[src/rtl/vram_console.sv]
// Text console writer for a COLS x ROWS character VRAM.
// Consumes a character stream (printables plus BS/LF/FF/CR), drives the VRAM
// write port and tracks the cursor. Reset and form-feed blank the whole screen.
module vram_console #(
  parameter int          COLS  = 60,
  parameter int          ROWS  = 17,
  parameter logic [7:0]  BLANK = 8'h20
) (
  input  logic       clk,
  input  logic       rst,
  input  logic       char_valid,
  input  logic [7:0] char_data,
  output logic       char_ready,
  output logic       v_cea,
  output logic [9:0] v_ada,
  output logic [7:0] v_din,
  output logic [5:0] cursor_col,
  output logic [4:0] cursor_row,
  output logic       busy
);

  localparam logic [9:0] COLS_W    = 10'(COLS);
  localparam logic [9:0] LAST_ADDR = 10'(COLS * ROWS - 1);
  localparam logic [5:0] LAST_COL  = 6'(COLS - 1);
  localparam logic [4:0] LAST_ROW  = 5'(ROWS - 1);

  localparam logic [7:0] CH_BS = 8'h08;
  localparam logic [7:0] CH_LF = 8'h0A;
  localparam logic [7:0] CH_FF = 8'h0C;
  localparam logic [7:0] CH_CR = 8'h0D;

  typedef enum logic [1:0] {
    ST_CLEAR,
    ST_IDLE,
    ST_WRITE
  } state_t;

  state_t     state;
  logic [9:0] clr_cnt;
  logic [9:0] cur_addr;
  logic [4:0] next_row;
  logic       accept;

  // Linear VRAM address of the cursor cell; never exceeds COLS*ROWS-1.
  assign cur_addr = ({5'd0, cursor_row} * COLS_W) + {4'd0, cursor_col};
  // Row advance wraps to the top; the console never scrolls.
  assign next_row = (cursor_row == LAST_ROW) ? 5'd0 : cursor_row + 5'd1;
  // char_ready is only ever high in IDLE, so this is the full handshake.
  assign accept   = char_valid & char_ready;

  // Control FSM with all outputs registered; reset parks in CLEAR so the
  // screen is blanked on the first cycle after release.
  always_ff @(posedge clk) begin
    // NOTE: every register here uses <= so all of them update from the same
    // pre-edge values; a blocking = would let later lines see new values.
    if (rst) begin
      state      <= ST_CLEAR;
      clr_cnt    <= 10'd0;
      char_ready <= 1'b0;
      v_cea      <= 1'b0;
      v_ada      <= 10'd0;
      v_din      <= 8'd0;
      cursor_col <= 6'd0;
      cursor_row <= 5'd0;
      busy       <= 1'b0;
    end else begin
      case (state)
        ST_CLEAR: begin
          v_cea      <= 1'b1;
          v_ada      <= clr_cnt;
          v_din      <= BLANK;
          busy       <= 1'b1;
          char_ready <= 1'b0;
          if (clr_cnt == LAST_ADDR) begin
            clr_cnt <= 10'd0;
            state   <= ST_IDLE;
          end else begin
            clr_cnt <= clr_cnt + 10'd1;
          end
        end

        ST_WRITE: begin
          v_cea      <= 1'b0;
          busy       <= 1'b0;
          char_ready <= 1'b1;
          state      <= ST_IDLE;
        end

        ST_IDLE: begin
          v_cea      <= 1'b0;
          busy       <= 1'b0;
          char_ready <= 1'b1;
          if (accept) begin
            case (char_data)
              CH_CR: begin
                cursor_col <= 6'd0;
              end
              CH_LF: begin
                cursor_col <= 6'd0;
                cursor_row <= next_row;
              end
              CH_FF: begin
                cursor_col <= 6'd0;
                cursor_row <= 5'd0;
                clr_cnt    <= 10'd0;
                char_ready <= 1'b0;
                state      <= ST_CLEAR;
              end
              CH_BS: begin
                // Backspace at column 0 is ignored and the block stays ready.
                if (cursor_col != 6'd0) begin
                  cursor_col <= cursor_col - 6'd1;
                  v_cea      <= 1'b1;
                  v_ada      <= cur_addr - 10'd1;
                  v_din      <= BLANK;
                  char_ready <= 1'b0;
                  state      <= ST_WRITE;
                end
              end
              default: begin
                v_cea      <= 1'b1;
                v_ada      <= cur_addr;
                v_din      <= char_data;
                char_ready <= 1'b0;
                state      <= ST_WRITE;
                if (cursor_col == LAST_COL) begin
                  cursor_col <= 6'd0;
                  cursor_row <= next_row;
                end else begin
                  cursor_col <= cursor_col + 6'd1;
                end
              end
            endcase
          end
        end

        default: begin
          v_cea      <= 1'b0;
          char_ready <= 1'b0;
          clr_cnt    <= 10'd0;
          state      <= ST_CLEAR;
        end
      endcase
    end
  end

endmodule

[config.mk]
export PLATFORM = sky130hd
export DESIGN_NAME = vram_console
export DESIGN_NICKNAME = d
export VERILOG_FILES = /design/src/rtl/vram_console.sv
export SDC_FILE = /design/constraint.sdc
export NUM_CORES = 1
export LEC_CHECK = 0
export CAP_MARGIN = 20
export CORE_MARGIN = 4
export CORE_UTILIZATION = 51
export CTS_CLUSTER_DIAMETER = 80
export DETAILED_ROUTE_END_ITERATION = 10
export GPL_TIMING_DRIVEN = 1
export PLACE_DENSITY = 0.77
export SETUP_SLACK_MARGIN = 0.1
export SYNTH_ARGS = -nofsm -noshare
export SYNTH_HDL_FRONTEND = slang
export SYNTH_SLANG_ARGS = --single-unit
[constraint.sdc]
create_clock -name clk -period 3.9 [get_ports clk]
set_clock_uncertainty 0.15 [all_clocks]
set_input_delay 0.585 -clock clk [delete_from_list [all_inputs] [get_ports clk]]
set_output_delay 0.585 -clock clk [all_outputs]
set_load 0.03 [all_outputs]
# Yosys cells after proc, flatten, opt, wreduce, memory -nomap -nowiden
# Index checks and enable logic that the tools add are counted.
[classes]
n_shift = 0
div = 0
multipliers = 1
eq_ne = 16
magnitude_cmp = 0
mux = 32
n_addsub = 6
bitwise = 3
reduce_logical = 14
[op_table]
columns = ["op", "n"]
rows = [
  ["$mux 10", 5],
  ["$pmux 10 s2", 2],
  ["$eq 8x4->1 const B", 4],
  ["$pmux 8 s2", 2],
  ["$pmux 10 s3", 1],
  ["$mux 8", 2],
  ["$pmux 5 s3", 1],
  ["$mux 6", 2],
  ["$ne 2x2->1 const B", 6],
  ["$pmux 2 s3", 2],
  ["$pmux 6 s2", 1],
  ["$reduce_and 4->1", 3],
  ["$add 10x1->10 const B", 1],
  ["$add 10x6->10", 1],
  ["$eq 10x10->1 const B", 1],
  ["$mux 5", 2],
  ["$pmux 1 s2", 5],
  ["$sub 10x1->10 const B", 1],
  ["$mul 5x4->8 const B", 1],
  ["$add 6x1->6 const B", 1],
  ["$eq 6x6->1 const B", 1],
  ["$mux 2", 3],
  ["$reduce_and 3->1", 2],
  ["$reduce_bool 6->1", 1],
  ["other kinds (14)", 21],
]
[totals]
elab_cells = 81
inputBits = 11
latch_bits = 0
ramBits = 0
out_inout_bits = 32
mem_bits_ro = 0
memories = 0
ff_bits = 44

# Logic depth before layout (Yosys ltp)
[logic_depth]
ltp_word = 7
mapped_depth = 14
ltp_nobuf = 14

# Worst setup path before layout
# Ideal clock, no wire load.
[synth_path]
kind = "flip-flop to flip-flop"
start = "reg cursor_row[2]"
end = "reg v_ada[6]"
stages_incl_launch_ff = 13
path_buffers = 0
period_less_slack_ps = 3999
arrival_ps = 3784
path_slack_ps = -99
required_time_ps = 3685
setup_time_ps = 65
cell_sequence = "dfxtp_1 fa_1 inv_1 fa_1 fa_1 inv_1 ha_1 or3_4 a2111oi_4 xnor3_1 a221oi_2 a21oi_1 nor2_1"
[synth_via]
elab_chain_len = 7
[synth_lines]
columns = ["item", "line_no", "source"]
rows = [
  ["start, declared", "18", "output logic [4:0] cursor_row,"],
  ["start signal, assigned", "100", "cursor_row <= next_row;"],
  ["start signal, assigned", "128", "cursor_row <= next_row;"],
  ["$mul 5x4->8 *", "45", "assign cur_addr = ({5'd0, cursor_row} * COLS_W) + {4'd0, cursor_col};"],
  ["$add 10x6->10 *", "45", ""],
  ["$sub 10x1->10", "114", "v_ada <= cur_addr - 10'd1;"],
  ["$mux 10", "111", "if (cursor_col != 6'd0) begin"],
  ["$pmux 10 s2 *", "94", "case (char_data)"],
  ["$mux 10 *", "93", "if (accept) begin"],
  ["$pmux 10 s2 *", "67", "case (state)"],
  ["end signal, assigned", "70", "v_ada <= clr_cnt;"],
  ["end signal, assigned", "114", ""],
  ["end signal, assigned", "122", "v_ada <= cur_addr;"],
  ["end, declared", "15", "output logic [9:0] v_ada,"],
]
# Mark *: on every way between the ends. The rest lies on a longest branch, timed or not. The select of a mux whose other input is x is not followed.
# A chain may end at the register's enable or synchronous reset.

# Final worst setup path
[layout_path]
start = "reg cursor_row[0]"
end = "reg v_ada[6]"
# Same word-level chain as after synthesis.

==> summary.md <==
| Metric | Value |
|---|---|
| Final hold violation count | `0` |
| Global-route wire length before repair | `13,810 um` |
| VDD IR max | `0.0002019 V` |
| # rows | `29` |
| Largest net degree at the start of global routing | `21` |
| Slew @ Worst Pin | `764.6 ps` |
| Max-cap violations | `0` |
| DRC viols | `0` |
| Power share of the combinational group | `21.3%` |
| GRT overflow | `0` |
| Layout cells sized above 1 | `13.57%` |
| Leading area contributor after synthesis | `dfxtp_1` |
| IO Pins | `43` |
| Internal Pwr Total | `0.0006792 W` |
| Synth cell types | `68` |
| Top cells by area, synth | `dfxtp_1 26%, ha_1 10%, fa_1 4.7%` |
| N_diodes | `0` |
| Sw Pwr | `0.0003199 W` |
| Syn Nets | `447` |
| Main flop type after synthesis | `dfxtp_1` |
| WP data required | `3990 ps` |
| Slowest CP cell | `fa_1` |
| Clock share of power | `29.2%` |
| Sequential share of the synthesized area | `25.82%` |
| Synth top area share | `25.82%` |
| Die area | `8063 sq um` |
| Clk Latency, worst-skew pair | `300 ps` |
| Fin. max-slew vios | `0` |
| Dpl cells | `509` |
| DRT Pass-1 Iters | `4` |
| Clock transition at path regs | `90 ps` |
| DR vias | `2,977` |
| Worst path cell trace | `fa_1 > inv_1 > fa_1 > fa_1 > inv_2 > ha_4 > or3_4 > a2111oi_4 > xnor3_1 > a221oi_2 > a21oi_1 > nor2_1` |
| RSZ-0062 raised after global routing | `yes` |
| Period utilization | `97.63%` |
| Synthesized area | `3412 sq um` |
| Antenna violations before repair | `0` |
| P per Cell Area | `247.7 nW/um^2` |
| Crit path max fanout | `4` |
| Vias in the first global route | `2,867` |
| Num CTS Buffers | `5` |
| Synth-to-layout area growth | `18.23%` |
| Die height | `89.80 um` |
| EDFF count, synth | `0` |
| Max incr delay on CP | `550 ps` |
| Final WL | `8244 um` |
| Rel. slew slack | `48.87%` |
| Crit path kind | `register to register` |
| Drt first-iter violations | `154` |
| Vias/cell | `5.736` |
| Antenna Violating Nets Remaining | `0` |
| Total global-route track usage | `20.20%` |
| Arrival time of the worst setup path | `3890 ps` |
| Routed wire per std cell | `15.88 um` |
| Hold crit path type | `register to register` |
| Fin crit period | `3807 ps` |
| Clk sink count | `44` |
| Place WS | `94.04 ps` |
| Core area | `6422 sq um` |
| P_leak | `1.535 nW` |
| CP endpoint kind | `register` |
| Achievable Freq | `262.6 MHz` |
| Power, Total | `0.0009991 W` |
| Synth async-reset ratio | `0%` |
| Cell mode on critical path | `fa_1` |
| Reg2Reg Setup Slack | `90 ps` |
| Fill count | `547` |
| GP Congestion | `0.8828` |
| Mapped Avg Cell Area | `8.530 sq um` |
| DP HPWL | `6195 um` |
| Htree depth | `2` |
| Die X-Extent | `89.80 um` |
| Non-filler cells, final | `519` |
| NumNets Final | `488` |
| # setup viols final | `0` |
| Final Hold Slack | `308.1 ps` |
| Yosys reg bits | `44` |
| Clock Path Buffers | `2` |
| Sw Ratio | `32.02%` |
| Root Buffer | `clkbuf_8` |
| Register share of total power | `49.5%` |
| Synth warnings | `0` |
| Post-synthesis cell count | `400` |
| Outcome | `finished clean` |
| Type of origin of the critical path | `register` |
| Initial Util | `53.13%` |
| PortBufs | `42` |
| PnR worst setup slack | `92.50 ps` |
| CTS tree | `yes` |
-- cell type report --
class / count / area [sq um] / area share [%]
Inverter: 35 / 135.1 / 3.350
Tap cell: 77 / 96.34 / 2.388
Clock inverter: 2 / 12.51 / 0.3102
Timing Repair Buffer: 50 / 480.5 / 11.91
Sequential cell: 44 / 890.9 / 22.08
Clock buffer: 6 / 72.57 / 1.799
Multi-Input combinational cell: 305 / 2346 / 58.16
-- cells by family (layout without fill, tap and decap cells) --
| group | count (synthesis) | after routing | synth area share (%) |
|---|---|---|---|
| AOI/OAI and AO/OA | 92 | 92 | 19.84 |
| xor gates and xnor gates | 27 | 27 | 7.737 |
| adders and majority gates | 36 | 36 | 14.96 |
| buffers and inverters | 51 | 93 | 6.234 |
| DFF | 44 | 44 | 25.82 |
| muxes | 3 | 3 | 0.8801 |
| and+or+nand+nor | 147 | 147 | 24.53 |
-- worst max-delay path: cells and delay by family, from the launching register on --
kind                     cells  cell delay (ps)
flip-flops                   1              350
AND/OR/NAND/NOR              2              500
adder cells (fa/ha/maj)      4             1760
AO/OA/AOI/OAI                3              590
XOR/XNOR                     1              280
buffers and inverters        2              100
-- per-stage QoR --
stage	TNS (ps)	cell area [sq um]	util, %
2_1_floorplan	0	3433	-
3_3_place_gp	0	3914	60.94
3_5_place_dp	0	3914	60.94
4_1_cts	0	3999	62.26
5_1_grt	-80.07	4034	62.81
6_report	0	4034	62.81
-- registers in the layout, summed over array words and instances, names as in the netlist, 2 cells and up --
signal	flops
cursor_col	6
v_din	8
state	2
v_ada	10
clr_cnt	10
cursor_row	5
-- power by group through the flow --
| stage | sequential, W | combinational, W | clock, W |
|---|---|---|---|
| after floorplan | 0.000532 | 0.000110 | 0 |
| after global placement | 0.000505 | 0.000210 | 0 |
| after detailed placement | 0.000505 | 0.000212 | 0 |
| after CTS | 0.000495 | 0.000213 | 0.000297 |
| after global routing | 0.000499 | 0.000229 | 0.000311 |
| final | 0.000495 | 0.000212 | 0.000292 |
-- metal layers --
| layer | share of wire, % | global-route usage, % | wire, um |
|---|---|---|---|
| met1 | 46 | 27.43 | 3765 |
| met4 | 1.7 | 5.492 | 138 |
| met3 | 4.7 | 3.673 | 388 |
| met5 | 0 | 0 | 0 |
| met2 | 48 | 33.08 | 3952 |
-- cell usage in the layout, fill, tap and decap left out, drive strengths merged, types with 4 or more instances in the layout --
| cell | instances |
|---|---|
| nor3 | 9 |
| xnor2 | 18 |
| buf | 8 |
| nand2b | 4 |
| clkdlybuf4s50 | 42 |
| a211oi | 7 |
| nand2 | 38 |
| a21oi | 36 |
| nor2 | 42 |
| nand3 | 18 |
| a21o | 5 |
| or3 | 5 |
| nor4 | 7 |
| o21a | 4 |
| clkbuf | 6 |
| and3 | 7 |
| fa | 8 |
| ha | 28 |
| o211ai | 4 |
| o21ai | 11 |
| nor4b | 4 |
| xor2 | 7 |
| dfxtp | 44 |
| inv | 33 |
-- synth_stat cells (all sizes together) (3+ instances only) --
master / number
nand2: 38
buf: 8
clkbuf: 8
mux2i: 3
nor4: 7
a31oi: 3
nor3b: 3
nand2b: 4
a21o: 5
a211oi: 7
and3: 7
o31ai: 3
o21a: 4
ha: 28
nor2b: 3
fa: 8
nor3: 9
or3: 5
xnor2: 18
nor4b: 4
dfxtp: 44
nand3: 18
o21ai: 11
nor2: 42
a21oi: 36
o211ai: 4
xor2: 7
inv: 34
-- worst paths after layout --
check / start / endpoint / cells after the start
min: v_ada[5] / v_ada[5] / 2
max: cursor_row[0] / v_ada[6] / 12
min reg2reg: v_ada[5] / v_ada[5] / 2
max reg2reg: cursor_row[0] / v_ada[6] / 12
-- timing repair --
action	4_1_cts	5_1_grt
buffers inserted	0	2
setup endpoints to repair	1	4
gates resized for setup	0	9
hold buffers	0	0
pin swaps	0	4
No activity file was read; power rests on OpenSTA's default activity.
